### src/rtl/imm_instr_encoder.sv
// imm_instr_encoder
// Packs decoded instruction fields back into 32-bit RV64 instruction words (inverse of the
// decode-stage immediate extender) and emits them with a sequential byte address.
// Supported formats: I-load (0000011), I-ALU (0010011), S (0100011), SB (1100011), R (0110011).
// Out-of-range immediates and unsupported opcodes are flagged, counted and, when STOP_ON_ERR
// is set, drive the block into a HALT state that only reset leaves.
//
// Ports:
//   clk, reset            single clock, synchronous active-high reset
//   in_valid / in_ready   input handshake; in_ready depends on out_ready, never on in_valid
//   opcode, rd, rs1, rs2  decoded fields
//   funct3, funct7
//   imm                   64-bit signed immediate in decoder units (SB = halfword offset)
//   out_valid/out_ready   output handshake
//   out_instr, out_addr   encoded word and its instruction-memory byte address
//   out_err               presented word is erroneous
//   err_count             saturating count of erroneous words accepted
//   halted                block is in HALT
module imm_instr_encoder #(
  parameter int unsigned ADDR_W      = 8,
  parameter int unsigned BASE_ADDR   = 0,
  parameter int unsigned STOP_ON_ERR = 0
) (
  input  logic              clk,
  input  logic              reset,
  input  logic              in_valid,
  output logic              in_ready,
  input  logic [6:0]        opcode,
  input  logic [4:0]        rd,
  input  logic [4:0]        rs1,
  input  logic [4:0]        rs2,
  input  logic [2:0]        funct3,
  input  logic [6:0]        funct7,
  input  logic [63:0]       imm,
  output logic              out_valid,
  input  logic              out_ready,
  output logic [31:0]       out_instr,
  output logic [ADDR_W-1:0] out_addr,
  output logic              out_err,
  output logic [15:0]       err_count,
  output logic              halted
);

  localparam logic [6:0] OpLoad   = 7'b0000011;
  localparam logic [6:0] OpAluImm = 7'b0010011;
  localparam logic [6:0] OpStore  = 7'b0100011;
  localparam logic [6:0] OpBranch = 7'b1100011;
  localparam logic [6:0] OpReg    = 7'b0110011;

  localparam logic [31:0]       NopInstr = 32'h0000_0013;
  localparam logic [ADDR_W-1:0] AddrInit = ADDR_W'(BASE_ADDR);
  localparam logic [ADDR_W-1:0] AddrStep = ADDR_W'(4);
  localparam logic              StopOnErr = (STOP_ON_ERR != 0);

  typedef enum logic [1:0] {StEmpty, StFull, StHalt} state_e;

  state_e             state_q;
  logic               out_valid_q;
  logic [31:0]        out_instr_q;
  logic [ADDR_W-1:0]  out_addr_q;
  logic               out_err_q;
  logic [15:0]        err_count_q;

  logic        imm_oor;
  logic [31:0] enc_instr;
  logic        enc_err;
  logic        accept;
  logic        out_hs;

  // The immediate must be representable as a 12-bit signed field: every bit above bit 11
  // has to be a copy of bit 11.
  assign imm_oor = (imm[63:11] != {53{imm[11]}});

  always_comb begin
    enc_instr = NopInstr;
    enc_err   = 1'b1;
    case (opcode)
      OpLoad, OpAluImm: begin
        enc_instr = {imm[11:0], rs1, funct3, rd, opcode};
        enc_err   = imm_oor;
      end
      OpStore: begin
        enc_instr = {imm[11:5], rs2, rs1, funct3, imm[4:0], opcode};
        enc_err   = imm_oor;
      end
      OpBranch: begin
        // imm is already a halfword offset, so imm[11:0] maps to branch offset bits 12:1.
        enc_instr = {imm[11], imm[9:4], rs2, rs1, funct3, imm[3:0], imm[10], opcode};
        enc_err   = imm_oor;
      end
      OpReg: begin
        enc_instr = {funct7, rs2, rs1, funct3, rd, opcode};
        enc_err   = 1'b0;
      end
      default: begin
        enc_instr = NopInstr;
        enc_err   = 1'b1;
      end
    endcase
  end

  // Gated by reset so the block advertises nothing during the reset cycle.
  assign in_ready = ~reset & ((state_q == StEmpty) | ((state_q == StFull) & out_ready));
  assign accept   = in_valid & in_ready;
  assign out_hs   = out_valid_q & out_ready;

  always_ff @(posedge clk) begin
    if (reset) begin
      state_q     <= StEmpty;
      out_valid_q <= 1'b0;
      out_instr_q <= '0;
      out_addr_q  <= AddrInit;
      out_err_q   <= 1'b0;
      err_count_q <= '0;
    end else begin
      if (out_hs) begin
        out_addr_q <= out_addr_q + AddrStep;
      end

      if (accept) begin
        out_valid_q <= 1'b1;
        out_instr_q <= enc_instr;
        out_err_q   <= enc_err;
        if (enc_err && (err_count_q != 16'hFFFF)) begin
          err_count_q <= err_count_q + 16'd1;
        end
      end else if (out_hs) begin
        out_valid_q <= 1'b0;
      end

      case (state_q)
        StEmpty, StFull: begin
          if (accept) begin
            state_q <= (enc_err && StopOnErr) ? StHalt : StFull;
          end else if (out_hs) begin
            state_q <= StEmpty;
          end
        end
        // HALT keeps presenting the last word until it is taken; out_valid_q handles that.
        StHalt:  state_q <= StHalt;
        default: state_q <= StEmpty;
      endcase
    end
  end

  assign out_valid = out_valid_q;
  assign out_instr = out_instr_q;
  assign out_addr  = out_addr_q;
  assign out_err   = out_err_q;
  assign err_count = err_count_q;
  assign halted    = (state_q == StHalt);

endmodule
### config.mk
export PLATFORM = sky130hd
export DESIGN_NAME = imm_instr_encoder
export DESIGN_NICKNAME = d
export VERILOG_FILES = /design/src/rtl/imm_instr_encoder.sv
export SDC_FILE = /design/constraint.sdc
export NUM_CORES = 1
export LEC_CHECK = 0
export CORE_MARGIN = 5
export CORE_UTILIZATION = 61
export DETAILED_ROUTE_END_ITERATION = 10
export DONT_BUFFER_PORTS = 1
export HOLD_SLACK_MARGIN = 0.15
export PLACE_DENSITY = 0.77
export SKIP_LAST_GASP = 1
export SYNTH_ARGS = -nofsm -noshare
export SYNTH_HDL_FRONTEND = slang
export SYNTH_SLANG_ARGS = --single-unit
### constraint.sdc
create_clock -name clk -period 2.8 [get_ports clk]
set_input_delay 0.28 -clock clk [delete_from_list [all_inputs] [get_ports clk]]
set_output_delay 0.28 -clock clk [all_outputs]
set_load 0.02 [all_outputs]
==> flow_summary.toml <==
[drt]
detailroute.via_count = 3016
dr.pass1.iters = 4
ant_nets = 0
drt_wl_total_um = 8830
post_drt_via_cell_ratio = 6.57
detail_route.drc_violations = 0
detailedRoute.firstIterationViolations = 151
post_drt_wl_per_cell_um = 19.2

[logic_synthesis]
synth_flop_cell = "dfxtp_1"
synthCells = 381
ys_types = 48
yosysWarnings = 0
ys_seq_area_frac = 0.379
synthArstFlopShare = 0
syn_area_per_cell_um2 = 8.04
edff_count_synth = 0
syn_area_um2 = 3060
synth-seq-cells = 58

[clock_network]
ctsHtreeMaxLevel = 3
cts.sinks = 58
worst_skew_pair.late_latency_ns = 0.34
clock_tree.buffer_depth = 2
cts_inserted_buffers = 9
postCtsSetupBuffers = 0
cts_root_buffer = "clkbuf_8"
worst_setup_hold_path_clk_slew_ns = 0.07
tritoncts = "built"

[worst_setup_path]
worst-setup-path-type = "flip-flop to flip-flop"
startpoint_type = "flip-flop"
worst_setup_path_end_kind = "flip-flop"
cp.arrival_ns = 2.51
worst_ep_required_time_ns = 3.07
reg2reg_slack_ns = 0.57
rr_worst_depth = 5
critical_path.max_fanout = 6

[timing]
grt_setup_unrepaired = "no"
worst_clock_skew_ns = 0.00633
final_count_of_hold_timing_violations = 0
final_critical_path_setup_slack_ns = 0.568
count_of_final_max_slew_check_failures = 0
finalSetupViolations = 0
fin_crit_ns = 2.23
worst_pin_slew_ns = 0.844
max_slew_margin = 0.436
timing.fmax_mhz = 448
final.setup.tns_ns = 0
min_period_over_period = 0.797

[global_routing]
grt.overflow.total = 0
first_global_vias = 2956
number_of_antenna_violations_at_the_first_check_in_global_routing = 0
grt_pass1_wl_um = 14300
groute.usage.overall = 0.281
grt_start_max_net_pins = 50

[power]
power-per-cell-area_nw_per_um2 = 507
vdd.ir_drop.worst_uv = 346
power.leakage_uw = 0.00114

[flow_run]
drv.max_cap_violation_count = 0

[hold_path]
timing.hold.worst.class = "primary input to flip-flop"
worst_hold_path_cells = 2

[floorplanning]
floorplan.initialDensity = 0.640
io_pins = 160
dieArea_um2 = 6540
area_of_the_core_um2 = 4790
die_height_um = 80.9
die_w_um = 80.9
number_of_rows_in_the_core_area = 25

[status]
outcome = "completed"

[final_layout]
num_antenna_cells = 0
drive_above_1_share = 0.102
syn2layout_area_growth_pct = 10.5
final_layout_net_count = 489

[place]
dp_hpwl_um = 6300
dp_slack_ns = 0.581
gpl.final_weighted_congestion = 0.801
io_buffer_count = 0
[cell type report]
cell class / count / area (µm²)
Tap cell: 67 / 83.8
Sequential cell: 58 / 1160
Timing Repair Buffer: 20 / 188
Fill cell: 385 / 1400
Inverter: 4 / 15.0
Clock buffer: 10 / 138
Multi-Input combinational cell: 294 / 1760
Clock inverter: 6 / 41.3
[metrics by stage]
stage	total power (µW)	utilization	cell area, µm²	hold WS (ns)	cells
final	1720	0.708	3390	0.163	459
after global routing	1780	0.708	3390	0.184	459
after CTS	1720	0.708	3390	0.155	459
after detailed placement	1010	0.645	3090	0.356	432
after global placement	1010	0.645	3090	0.354	432
after floorplan	1000	-	3070	0.428	382
[metal layers]
| layer | share of wire | global-route usage | vias up |
|---|---|---|---|
| met5 | 0 | 0 | - |
| met4 | 0.023 | 0.113 | 0 |
| met3 | 0.11 | 0.0942 | 21 |
| met2 | 0.48 | 0.461 | 144 |
| met1 | 0.39 | 0.337 | 1418 |
| li1 | - | - | 1433 |
[cell families (layout without fill, tap and decap cells)]
logic type | after synthesis | after routing | share of synthesized area
adder cells (fa/ha/maj) | 2 | 2 | 0.00817
XOR/XNOR | 5 | 5 | 0.0143
AND/OR/NAND/NOR | 195 | 195 | 0.331
AO/OA/AOI/OAI | 86 | 86 | 0.198
flip-flops | 58 | 58 | 0.379
buffers and inverters | 30 | 40 | 0.0510
other | 1 | 2 | 0.00122
multiplexers | 4 | 4 | 0.0180
[Yosys cell counts (4+ instances only)]
cell | count | area, µm²
inv_1 | 4 | 15.0
and3_1 | 9 | 56.3
dfxtp_1 | 58 | 1160
nor3_1 | 19 | 95.1
buf_4 | 5 | 37.5
o31ai_1 | 11 | 82.6
or4_1 | 9 | 67.6
a22oi_1 | 12 | 90.1
clkbuf_1 | 13 | 48.8
nand2_1 | 31 | 116
a22o_1 | 6 | 52.6
a2111oi_0 | 4 | 35.0
and2_1 | 5 | 31.3
a32oi_1 | 5 | 43.8
a21oi_1 | 27 | 135
nor2_1 | 52 | 195
xor2_1 | 4 | 35.0
nor4_1 | 6 | 37.5
nand4_1 | 12 | 75.1
nor2b_1 | 8 | 50.1
nand3_1 | 22 | 110
or3_1 | 8 | 50.1
a221oi_1 | 7 | 61.3
[where the power goes]
group / switching, µW / internal [µW]
clock: 355 / 344
sequential: 29.0 / 841
combinational: 87.6 / 61.1
[sequential cells by signal (all words and copies together) (netlist names)]
signal and flops:
out_instr 32, err_count 16, out_addr 6, state_q 2
out_err 1, out_valid 1
[placed cells by master (no fill, tap or decap), types with 2 or more instances in the layout]
| cell | n |
|---|---|
| or2_2 | 3 |
| or4_1 | 9 |
| clkinvlp_4 | 3 |
| and4_1 | 2 |
| nor3_1 | 19 |
| nor2b_1 | 8 |
| mux2_4 | 3 |
| ha_1 | 2 |
| buf_4 | 9 |
| nor4b_2 | 2 |
| a2111oi_0 | 4 |
| a22o_1 | 6 |
| nor2_1 | 52 |
| clkinv_2 | 2 |
| clkbuf_8 | 10 |
| a21oi_1 | 27 |
| a22oi_1 | 12 |
| o31ai_1 | 10 |
| and2_1 | 5 |
| conb_1 | 2 |
| dfxtp_1 | 58 |
| a221oi_1 | 7 |
| a32oi_1 | 5 |
| o21ai_1 | 3 |
| inv_1 | 4 |
| xor2_1 | 4 |
| nand3_2 | 2 |
| nand4_1 | 12 |
| o21ai_0 | 3 |
| a311oi_1 | 2 |
| nand2b_1 | 3 |
| nor4_1 | 6 |
| and3_1 | 9 |
| or3_1 | 8 |
| nand3_1 | 21 |
| dlygate4sd3_1 | 10 |
| nand2_1 | 31 |
[timing repair]
| item | 4_1_cts | 5_1_grt |
|---|---|---|
| resized for setup | 0 | 0 |
| endpoints found under the setup margin | 0 | 0 |
| hold buffers | 11 | 0 |
| endpoints found under the hold margin | 49 | 0 |
[final timing paths]
path / start / end
max: err_count[7]$_SDFFE_PP0P_ / err_count[15]$_SDFFE_PP0P_
min: imm[6] / out_instr[26]$_SDFFE_PP0P_
max reg2reg: err_count[7]$_SDFFE_PP0P_ / err_count[15]$_SDFFE_PP0P_
min reg2reg: state_q[0]$_SDFFE_PP0P_ / state_q[0]$_SDFFE_PP0P_
[critical path, stage by stage, from the launching register on]
cell,delay (ns)
dfxtp_1,0.54
and3_1,0.29
nand4_1,0.20
or4_1,0.58
or4_1,0.41
a21oi_1,0.15
Note: power is estimated with default switching activity, not from simulation.
